## config.mk

```make
export PLATFORM = sky130hd
export DESIGN_NAME = lsu
export DESIGN_NICKNAME = d
export VERILOG_FILES = /design/src/rtl/lsu.sv
export SDC_FILE = /design/constraint.sdc
export NUM_CORES = 1
export LEC_CHECK = 0
export BUFFER_PORTS_ARGS = -buffer_cell sky130_fd_sc_hd__buf_4
export CORE_UTILIZATION = 45
export CTS_CLUSTER_DIAMETER = 40
export DETAILED_ROUTE_END_ITERATION = 6
export PLACE_DENSITY = 0.74
export SYNTH_ARGS = -nofsm -noshare
export SYNTH_HDL_FRONTEND = slang
export SYNTH_SLANG_ARGS = --single-unit
```

## constraint.sdc

```tcl
create_clock -name clk -period 3.67 [get_ports clk]
set_input_delay 0.1835 -clock clk [delete_from_list [all_inputs] [get_ports clk]]
set_output_delay 0.1835 -clock clk [all_outputs]
set_load 0.05 [all_outputs]
```

## src/rtl/lsu.sv

```systemverilog
// rtl/lsu.sv - load/store unit between the ALU and a valid/ready data memory port
// Optional misaligned-access trap: define LSU_MISALIGN_TRAP_EN.
module lsu #(
  parameter int REG_WIDTH = 32
) (
  input  logic                 clk,
  input  logic                 reset_b,
  input  logic [REG_WIDTH-1:0] addr,
  input  logic [REG_WIDTH-1:0] store_data,
  input  logic                 mem_read,
  input  logic                 mem_write,
  input  logic [2:0]           funct3,
  output logic                 stall,
  output logic [REG_WIDTH-1:0] load_data,
  output logic                 misalign,
  output logic                 mem_req_valid,
  input  logic                 mem_req_ready,
  output logic [REG_WIDTH-1:0] mem_req_addr,
  output logic                 mem_req_we,
  output logic [3:0]           mem_req_be,
  output logic [REG_WIDTH-1:0] mem_req_wdata,
  input  logic                 mem_rsp_valid,
  input  logic [REG_WIDTH-1:0] mem_rsp_rdata
);

  typedef enum logic [1:0] {IDLE, REQ, WAIT, DONE} state_t;

  state_t         state, state_nxt;
  logic [1:0]     off_q;
  logic [2:0]     f3_q;
  logic           load_q;
  logic           access;
  logic           mis_trap;
  logic [3:0]     be_nxt;
  logic [REG_WIDTH-1:0] wdata_nxt;
  logic [REG_WIDTH-1:0] lane_shift;
  logic [7:0]     lane_b;
  logic [15:0]    lane_h;
  logic [REG_WIDTH-1:0] ext_data;

  assign access = mem_read | mem_write;

`ifdef LSU_MISALIGN_TRAP_EN
  // funct3[1:0]==01 is a half; 10/11 are treated as word
  assign mis_trap = ((funct3[1:0] == 2'b01) & addr[0]) |
                    (funct3[1] & (addr[1:0] != 2'b00));
`else
  assign mis_trap = 1'b0;
`endif

  always_ff @(posedge clk or negedge reset_b) begin
    if (!reset_b) state <= IDLE;
    else          state <= state_nxt;
  end

  always_comb begin
    state_nxt = state;
    case (state)
      IDLE: if (access) state_nxt = mis_trap ? DONE : REQ;
      REQ:  if (mem_req_ready) state_nxt = load_q ? WAIT : DONE;
      WAIT: if (mem_rsp_valid) state_nxt = DONE;
      DONE: state_nxt = IDLE;
      default: state_nxt = IDLE;
    endcase
  end

  assign mem_req_valid = (state == REQ);
  assign stall         = access & (state != DONE);

  always_comb begin
    be_nxt    = 4'b1111;
    wdata_nxt = store_data;
    case (funct3[1:0])
      2'b00: begin
        be_nxt    = 4'b0001 << addr[1:0];
        wdata_nxt = {4{store_data[7:0]}};
      end
      2'b01: begin
        be_nxt    = 4'b0011 << {addr[1], 1'b0};
        wdata_nxt = {2{store_data[15:0]}};
      end
      default: ;
    endcase
  end

  // Lane extraction uses the offset latched at request time
  always_comb begin
    lane_shift = mem_rsp_rdata >> {off_q, 3'b000};
    lane_b     = lane_shift[7:0];
    lane_h     = off_q[1] ? mem_rsp_rdata[31:16] : mem_rsp_rdata[15:0];
    case (f3_q)
      3'b000:  ext_data = {{(REG_WIDTH-8){lane_b[7]}}, lane_b};
      3'b001:  ext_data = {{(REG_WIDTH-16){lane_h[15]}}, lane_h};
      3'b100:  ext_data = {{(REG_WIDTH-8){1'b0}}, lane_b};
      3'b101:  ext_data = {{(REG_WIDTH-16){1'b0}}, lane_h};
      default: ext_data = mem_rsp_rdata;
    endcase
  end

  always_ff @(posedge clk or negedge reset_b) begin
    if (!reset_b) begin
      off_q         <= 2'b00;
      f3_q          <= 3'b000;
      load_q        <= 1'b0;
      mem_req_addr  <= '0;
      mem_req_we    <= 1'b0;
      mem_req_be    <= 4'b0000;
      mem_req_wdata <= '0;
      load_data     <= '0;
    end else begin
      if (state == IDLE && access && !mis_trap) begin
        off_q         <= addr[1:0];
        f3_q          <= funct3;
        load_q        <= mem_read;
        mem_req_addr  <= {addr[REG_WIDTH-1:2], 2'b00};
        mem_req_we    <= mem_write;
        mem_req_be    <= be_nxt;
        mem_req_wdata <= wdata_nxt;
      end
      if (state == WAIT && mem_rsp_valid) load_data <= ext_data;
    end
  end

`ifdef LSU_MISALIGN_TRAP_EN
  // High only for the DONE cycle entered straight from IDLE by a trap
  always_ff @(posedge clk or negedge reset_b) begin
    if (!reset_b) misalign <= 1'b0;
    else          misalign <= (state == IDLE) & access & mis_trap;
  end
`else
  assign misalign = 1'b0;
`endif

endmodule

```

==> results of run 1 <==
## power by group through the flow
stage	clock, mW	combinational [mW]	sequential, mW
3_3_place_gp	0	4.73	2.21
2_1_floorplan	0	1.74	4.02
5_1_grt	1.00	5.05	2.32
3_5_place_dp	0	4.81	2.26
4_1_cts	0.968	4.82	2.24
6_report	0.949	4.80	2.24
## synthesized netlist by cell type, drive strengths merged (2+ instances only)
cell and instances:
mux2i 24, a22oi 2, and3b 8, inv 4, nand2 59, nor2b 6
nand2b 2, buf 37, o21ai 31, dfrtp 107, a31o 16, a311oi 7
ha 5, o32ai 7, a31oi 34, nor2 13, o31ai 7, clkbuf 9
mux2 61, nor3 2, a21oi 44
## layout by cell type (no fill, tap or decap), types with 7 or more instances in the layout
| cell | n |
|---|---|
| o32ai_1 | 7 |
| a21oi_1 | 44 |
| mux2i_1 | 24 |
| mux2_2 | 55 |
| and3b_1 | 8 |
| buf_4 | 211 |
| a31oi_1 | 34 |
| clkbuf_16 | 9 |
| a311oi_1 | 7 |
| a31o_1 | 14 |
| nor2_1 | 12 |
| o21ai_0 | 30 |
| dfrtp_1 | 107 |
| nand2_1 | 59 |
## critical path: stages, from the launching register on
cell	delay [ns]
dfrtp_1	0.82
nor2b_1	0.94
a31oi_1	0.19
a31oi_1	0.25
## kinds of logic (layout without fill, tap and decap cells)
group | count (synthesis) | in the layout | share of synthesized area
multiplexers | 85 | 85 | 0.170
adder cells (fa/ha/maj) | 5 | 5 | 0.0114
other | 1 | 3 | 0.000682
AO/OA/AOI/OAI | 151 | 151 | 0.178
buffers and inverters | 50 | 232 | 0.0619
AND/OR/NAND/NOR | 97 | 97 | 0.0913
flip-flops | 107 | 107 | 0.487
## repair_timing
action | 4_1_cts | 5_1_grt
gates resized for setup | 0 | 0
endpoints found under the setup margin | 0 | 0
hold endpoints to repair | 34 | 0
hold buffers | 1 | 0
## per-layer routing
| metal | share of wire | vias to the layer above | wire length (um) | track usage |
|---|---|---|---|---|
| met3 | 0.096 | 32 | 1440 | 0.0778 |
| met5 | 0 | - | 0 | 0 |
| met2 | 0.48 | 233 | 7160 | 0.398 |
| met4 | 0.024 | 0 | 366 | 0.105 |
| li1 | - | 2167 | - | - |
| met1 | 0.40 | 2208 | 5990 | 0.282 |
## flip-flops by register name, summed over array words and instances, names as in the netlist
name / count
load_q: 1
mem_req_addr: 30
load_data: 32
mem_req_be: 4
mem_req_wdata: 32
mem_req_we: 1
f3_q: 3
state: 2
off_q: 2
## final timing paths
path / to / depth (start not counted) / startpoint
worst max-delay path: load_data[11] / 3 / off_q[1]
worst min-delay path: mem_req_addr[28] / 2 / addr[28]
worst max register to register: load_data[11] / 3 / off_q[1]
worst min register to register: load_q / 2 / load_q
max in group asynchronous: load_data[24] / 3 / reset_b
min in group asynchronous: mem_req_be[3] / 2 / reset_b
## metrics by stage
step | cell area [sq um] | hold WS [ns] | power [mW]
2_1_floorplan | 5510 | -0.112 | 5.77
3_3_place_gp | 6960 | 0.161 | 6.95
3_5_place_dp | 6960 | 0.170 | 7.07
4_1_cts | 7260 | 0.0386 | 8.03
5_1_grt | 7260 | 0.0443 | 8.37
6_report | 7260 | 0.0517 | 7.99
## final cells by class
type	count	area [sq um]	share of cell area
Sequential cell	107	2680	0.369
Multi-Input combinational cell	341	2500	0.344
Timing Repair Buffer	212	1590	0.220
Clock buffer	10	239	0.0329
Tap cell	147	184	0.0253
Clock inverter	6	47.5	0.00655
Inverter	4	15.0	0.00207
==> impl_metrics.ini, run 1 <==
[status]
outcome = complete, no violations

[final_layout]
antenna_cells = 0
layout-drive-gt1-share = 0.444
nets = 785
fin_cells = 827
fillers = 1016
finish.utilization = 0.607
syn2layout_area_growth_pct = 32.0

[worst_setup_path]
path_class = reg -> reg
reg2reg_slack_ns = 1.37
startpoint_type = register
worstPathRequired_ns = 3.94
cp-end-kind = register
cp.arrival_ns = 2.56
crit_fanout = 24

[timing]
final.setup.worst_slack_ns = 1.37
slew_headroom = 0.253
fin_skew_ns = 0.00698
post-route-period-util = 0.626
fmax_ghz = 0.435
finalHoldViolCount = 0
drv_slew = 0
finalSetupViolCount = 0
rsz0062_at_grt = false
worstMarginPinSlew_ns = 1.12
period_minus_slack_ns = 2.30
final.setup.tns_ns = 0

[synth]
ys_ff_latch = 107
netlist_area_sq_mm = 0.00550
synth_edf_count = 0
synth_top_area_cell = dfrtp_1
ys_types = 47
synth.top_cell.area_share = 0.487
async_reset_ff_frac = 1.00
synth_seq_area_share = 0.487
netlist_instances = 496
ys_warn_count = 0
synthTopCellsByArea = dfrtp_1 49%, mux2_2 11%, mux2i_1 4.4%
avgSynthCellArea_sq_um = 11.1
synth_top_flop_cell = dfrtp_1

[clock_tree]
tritoncts = yes
clk_pin_slew_worst_paths_ns = 0.07
cts_root_buf = clkbuf_16
cts_sinks = 107
clock_path_buffers = 2
h-tree-depth = 3
clk_latency_ns = 0.36
cts_buffers = 9
post_cts_buffers = 0

[global_route]
grt_pass1_wl_mm = 23.5
antenna_found_initial = 0
grt_max_degree = 50
grt_pass1_vias = 4603
grt_use_total = 0.238
grt-ovfl-total = 0

[floorplanning]
std_cell_rows = 40
design.die.area_sq_mm = 0.0127
core_sq_mm = 0.0120
initial_core_util = 0.460
dieWidth_um = 113
ios = 209
die_y_um = 113

[pwr]
p_clk_frac = 0.119
power_switching_mw = 4.11
seq_power_share = 0.281
switching_share = 0.514
power_density_mw_per_mm2 = 1100
vdd_drop_max_uv = 681
intPower_mw = 3.89
leakage_nw = 3.44
p_comb_frac = 0.600

[job]
cap_violations = 0

[routing]
drt-initial-drc-count = 302
avgRoutedWirePerCell_um = 18.1
avgViaCountPerCell = 5.61
num_vias = 4640
routed_wirelength_mm = 14.9
drc = 0
antenna_left = 0
firstDrtPassIters = 5

[placement]
dp_slack_ns = 1.41
globalplace.congestion = 0.848
hpwlAfterDp_mm = 10.9
placedCellCount = 810
numPortBuffers = 205

[hold_path]
hold_path.class = in -> reg
(Power assumes the default switching activity.)
==> run 2: changes to the inputs <==
==> constraint.sdc (replaced) <==
create_clock -name clk -period 2.33 [get_ports clk]
set_input_delay 0.1165 -clock clk [delete_from_list [all_inputs] [get_ports clk]]
set_output_delay 0.1165 -clock clk [all_outputs]
set_load 0.05 [all_outputs]
==> run 2 against run 1 <==
Against the previous run:
- count of clock-buffer cells in the layout did not move
- highest routed layer unchanged
- wire length increased by 6.1%
- critical path depth is the same
- register-to-register slack worse by 0.93 ns
- combinational power increased by 61%
- first-iteration DRC count up 30%
- hold slack lost 0.045 ns
==> impl_metrics.ini, run 2 (same netlist as run 1, synthesis figures left out) <==
[status]
outcome = complete, no violations

[routing]
drc = 0
drt-initial-drc-count = 392
routed_wirelength_mm = 15.9
firstDrtPassIters = 5
antenna_left = 0
num_vias = 4813
avgViaCountPerCell = 5.58
avgRoutedWirePerCell_um = 18.4

[timing]
fmax_ghz = 0.529
rsz0062_at_grt = false
drv_slew = 0
finalHoldViolCount = 0
post-route-period-util = 0.811
period_minus_slack_ns = 1.89
finalSetupViolCount = 0
final.setup.tns_ns = 0
slew_headroom = 0.421
fin_skew_ns = 0.00785
worstMarginPinSlew_ns = 0.869

[hold_path]
whs_path_depth = 2
hold_path.class = in -> reg
hp-start = addr[10]
hold_path_end = mem_req_addr[10]

[pwr]
switching_share = 0.513
total_power_mw = 12.8
p_comb_frac = 0.605
p_clk_frac = 0.119
intPower_mw = 6.24
power_density_mw_per_mm2 = 1680
power_switching_mw = 6.56
leakage_nw = 3.61
vdd_drop_max_uv = 1040
seq_power_share = 0.276

[placement]
hpwlAfterDp_mm = 11.0
numPortBuffers = 205
placed_area_sq_mm = 0.00703
globalplace.congestion = 0.897

[clock_tree]
h-tree-depth = 3
cts_buffers = 9
clk_latency_ns = 0.36
clk_pin_slew_worst_paths_ns = 0.08
holdBufCountCts = 32
ctsResizeCount = 0
post_cts_buffers = 0
clock_path_buffers = 2
cts_root_buf = clkbuf_16
tritoncts = yes
cts_sinks = 107

[global_route]
antenna_found_initial = 0
grt_pass1_wl_mm = 24.4
grt_pass1_vias = 4807
grt_use_total = 0.250
grt-ovfl-total = 0
grt_max_degree = 65

[final_layout]
antenna_cells = 0
mostFrequentLayoutCells = 212 x buf_4, 107 x dfrtp_1, 59 x nand2_1
layout-drive-gt1-share = 0.428
reg.largest.list = load_data (32), mem_req_wdata (32), mem_req_addr (30)
nets = 820
syn2layout_area_growth_pct = 39.0
stdcell_area_sq_mm = 0.00764
layout_commonest_cell = buf_4

[floorplanning]
initial_core_util = 0.460
die_y_um = 113
core_sq_mm = 0.0120
design.die.area_sq_mm = 0.0127
std_cell_rows = 40
ios = 209
dieWidth_um = 113

[worst_setup_path]
reg2reg_slack_ns = 0.44
crit_fanout = 26
cp-end-kind = register
startpoint_type = register
cp.arrival_ns = 2.09
rr_worst_depth = 3
r2r-end = load_data[7]
worstPathRequired_ns = 2.54
worstReg2RegStart = f3_q[0]
path_class = reg -> reg

[job]
cap_violations = 0
==> run 2: cell count changes in the layout (fill, tap and decap cells not counted), sizes merged <==
cell,previous run,this run
buf,211,215
clkinv,3,2
clkinvlp,1,0
dlygate4sd3,1,32
inv,6,8
==> run 2: critical path: stages (launching register included) <==
cell and delay [ns]:
dfrtp_1 0.92, nor3_2 0.14, a22oi_4 0.50, a31oi_1 0.18
==> run 2: layer usage <==
layer | GRT usage | vias up | wire, um
met5 | 0 | - | 0
met4 | 0.120 | 0 | 479
li1 | - | 2241 | -
met2 | 0.420 | 234 | 7760
met3 | 0.0751 | 39 | 1390
met1 | 0.294 | 2299 | 6220
==> run 2: how the worst max path moves through the flow <==
stage / start / to / slack [ns] / cells past startpoint
5_1_grt: f3_q[0] / load_data[7] / 0.36 / 3
3_5_place_dp: state[0] / mem_req_addr[29] / 0.48 / 5
4_1_cts: state[0] / mem_req_addr[23] / 0.47 / 5
6_report: f3_q[0] / load_data[7] / 0.44 / 3
3_3_place_gp: state[0] / mem_req_addr[26] / 0.57 / 5
2_1_floorplan: state[1] / state[1] / 0.57 / 5
==> run 2: per-stage QoR <==
| stage | util | worst slack, ns | hold WS (ns) | std cells |
|---|---|---|---|---|
| global placement | 0.587 | 0.571 | 0.148 | 814 |
| CTS | 0.639 | 0.470 | 0.000867 | 862 |
| global route | 0.639 | 0.363 | 0.00383 | 862 |
| detailed placement | 0.587 | 0.485 | 0.161 | 814 |
| floorplan | - | 0.569 | -0.179 | 498 |
| finish | 0.639 | 0.441 | 0.00715 | 862 |
==> run 2: cell type report <==
cell class / count / area, sq um
Fill cell: 950 / 4320
Sequential cell: 107 / 2680
Multi-Input combinational cell: 341 / 2500
Timing Repair Buffer: 247 / 1970
Clock buffer: 10 / 239
Tap cell: 147 / 184
Clock inverter: 6 / 55.1
Inverter: 4 / 15.0
==> run 2: power by group through the flow <==
| stage | Clock (mW) | Sequential [mW] | Combinational, mW |
|---|---|---|---|
| 2_1_floorplan | 0 | 6.34 | 2.75 |
| 3_3_place_gp | 0 | 3.49 | 7.56 |
| 3_5_place_dp | 0 | 3.55 | 7.71 |
| 4_1_cts | 1.55 | 3.53 | 7.76 |
| 5_1_grt | 1.62 | 3.65 | 8.12 |
| 6_report | 1.52 | 3.53 | 7.75 |
==> run 3: changes to the inputs <==
--- a/config.mk
+++ b/config.mk
@@ -5,11 +5,12 @@
 export SDC_FILE = /design/constraint.sdc
 export NUM_CORES = 1
 export LEC_CHECK = 0
+export ABC_AREA = 1
 export BUFFER_PORTS_ARGS = -buffer_cell sky130_fd_sc_hd__buf_4
-export CORE_UTILIZATION = 45
+export CORE_UTILIZATION = 44
 export CTS_CLUSTER_DIAMETER = 40
 export DETAILED_ROUTE_END_ITERATION = 6
-export PLACE_DENSITY = 0.74
+export PLACE_DENSITY = 0.76
 export SYNTH_ARGS = -nofsm -noshare
 export SYNTH_HDL_FRONTEND = slang
 export SYNTH_SLANG_ARGS = --single-unit
==> constraint.sdc (replaced) <==
create_clock -name clk -period 1.56 [get_ports clk]
set_input_delay 0.078 -clock clk [delete_from_list [all_inputs] [get_ports clk]]
set_output_delay 0.078 -clock clk [all_outputs]
set_load 0.05 [all_outputs]
==> run 3 against run 2 <==
Against the previous run:
- the run now ends with design-rule violations left
- clock power up 48%
- die area down 1.7%
- worst setup slack worse by 0.37 ns
- via count up 12%
- combinational power up 48%
- synthesized cell count up 38%
- sequential power up 42%
- largest power group unchanged
==> impl_metrics.ini, run 3 <==
[status]
outcome = finished with violations
violations = design-rule violations

[timing]
post-route-period-util = 0.953
whs_ns = 0.0232
worstMarginPinSlew_ns = 0.561
slew_headroom = 0.626
drv_slew = 0
fin_skew_ns = 0.00661
fmax_ghz = 0.673
final.setup.tns_ns = 0
rsz0062_at_grt = true
finalSetupViolCount = 0
finalHoldViolCount = 0
period_minus_slack_ns = 1.49

[worst_setup_path]
r2r-end = load_data[7]
cp.arrival_ns = 1.41
startpoint_type = register
reg2reg_slack_ns = 0.09
worstReg2RegStart = state[0]
path_class = reg -> out
rr_worst_depth = 8
worstPathRequired_ns = 1.48
crit_fanout = 5
cp-end-kind = output pin

[final_layout]
stdcell_area_sq_mm = 0.00778
layout-drive-gt1-share = 0.298
reg.largest.list = load_data (32), mem_req_wdata (32), mem_req_addr (30)
layout_commonest_cell = nand2_1
mostFrequentLayoutCells = 280 x nand2_1, 213 x buf_4, 107 x dfrtp_1
nets = 1034
syn2layout_area_growth_pct = 47.3
fillers = 968
antenna_cells = 0

[clock_tree]
cts_sinks = 107
tritoncts = yes
clock_path_buffers = 2
cts_buffers = 9
clk_pin_slew_worst_paths_ns = 0.07
cts_root_buf = clkbuf_16
clk_latency_ns = 0.35
post_cts_buffers = 0
h-tree-depth = 3

[routing]
drt-initial-drc-count = 458
num_vias = 5371
routed_wirelength_mm = 16.4
firstDrtPassIters = 7
drc = 13
avgRoutedWirePerCell_um = 15.3
antenna_left = 0
avgViaCountPerCell = 5.01

[synth]
synth_top_flop_cell = dfrtp_1
synth_edf_count = 0
synthTopCellsByCount = 280 x nand2_1, 107 x dfrtp_1, 56 x a21oi_1, 45 x inv_1, 45 x o21ai_0
ys_warn_count = 0
netlist_area_sq_mm = 0.00529
synth_top_area_cell = dfrtp_1
ys_types = 24
synth_seq_area_share = 0.507
async_reset_ff_frac = 1.00
yosysMostFrequentCell = nand2_1
synthTopCellsByArea = dfrtp_1 51%, nand2_1 20%, a21oi_1 5.3%
netlist_instances = 685
ys_ff_latch = 107
avgSynthCellArea_sq_um = 7.72
synth.top_cell.area_share = 0.507

[floorplanning]
die_y_um = 112
initial_core_util = 0.457
design.die.area_sq_mm = 0.0125
dieWidth_um = 112
std_cell_rows = 39
core_sq_mm = 0.0116
ios = 209

[job]
cap_violations = 0

[global_route]
antenna_found_initial = 0
grt-ovfl-total = 0
grt_pass1_vias = 5320
grt_use_total = 0.266
grt_pass1_wl_mm = 25.9
grt_max_degree = 55

[hold_path]
whs_path_depth = 3
hold_path_end = mem_req_wdata[6]
hp-start = store_data[6]
hold_path.class = in -> reg

[pwr]
leakage_nw = 4.20
power_density_mw_per_mm2 = 2410
vdd_drop_max_uv = 1430

[placement]
numPortBuffers = 205
globalplace.congestion = 0.915
hpwlAfterDp_mm = 11.1
placed_area_sq_mm = 0.00703
-- run 3: per-stage QoR --
step | util | total power [mW] | setup WS, ns | std cells
detailed placement | 0.608 | 16.3 | 0.0588 | 1012
global placement | 0.608 | 16.2 | 0.0932 | 1012
global route | 0.673 | 19.9 | -0.00658 | 1071
finish | 0.673 | 18.8 | 0.0731 | 1071
floorplan | - | 12.8 | 0.0121 | 687
CTS | 0.669 | 18.7 | 0.0425 | 1070
-- run 3: where the power goes --
group	leakage [nW]	switching, mW	total, mW	internal, mW
clock	0.142	1.01	2.25	1.24
sequential	1.30	0.863	5.01	4.15
combinational	2.76	8.00	11.5	3.54
-- run 3: layout make-up --
type	instances	area (sq um)	area share
clock inverters	5	53.8	0.00691
multi-input cells	491	2240	0.288
well taps	143	179	0.0230
inverters	50	188	0.0241
flip-flops and latches	107	2680	0.344
repair buffers	265	2210	0.284
clock buffers	10	229	0.0294
-- run 3: kinds of logic (layout without fill, tap and decap cells) --
kind of cell | Yosys count | after routing | share of synthesized area
AO/OA/AOI/OAI | 110 | 110 | 0.108
other | 1 | 3 | 0.000710
buffers and inverters | 89 | 330 | 0.0750
AND/OR/NAND/NOR | 373 | 373 | 0.297
adder cells (fa/ha/maj) | 5 | 5 | 0.0118
flip-flops | 107 | 107 | 0.507
-- run 3: worst max-delay path by stage --
| stage | startpoint | endpoint | depth (start not counted) |
|---|---|---|---|
| floorplan | state[1] | state[0] | 5 |
| global placement | state[0] | load_data[15] | 8 |
| detailed placement | state[1] | mem_req_be[3] | 7 |
| CTS | state[1] | mem_req_be[2] | 7 |
| global route | state[0] | load_data[7] | 8 |
| finish | state[0] | stall | 4 |
-- run 3: what timing repair did --
item | CTS | global route
endpoints found under the setup margin | 0 | 9
gates resized for setup | 0 | 6
endpoints found under the hold margin | 73 | 0
hold buffers | 43 | 0
-- run 3: layer usage --
metal	routed length, um	vias up	track usage
met2	7860	251	0.434
met1	6510	2470	0.326
met4	450	0	0.114
li1	-	2613	-
met3	1580	37	0.0811
met5	0	-	0
-- run 3: critical path, cell delays in order (launching register included) --
cell     delay (ns)
dfrtp_1        0.39
buf_4          0.16
ha_1           0.20
nor2_1         0.12
buf_4          0.21
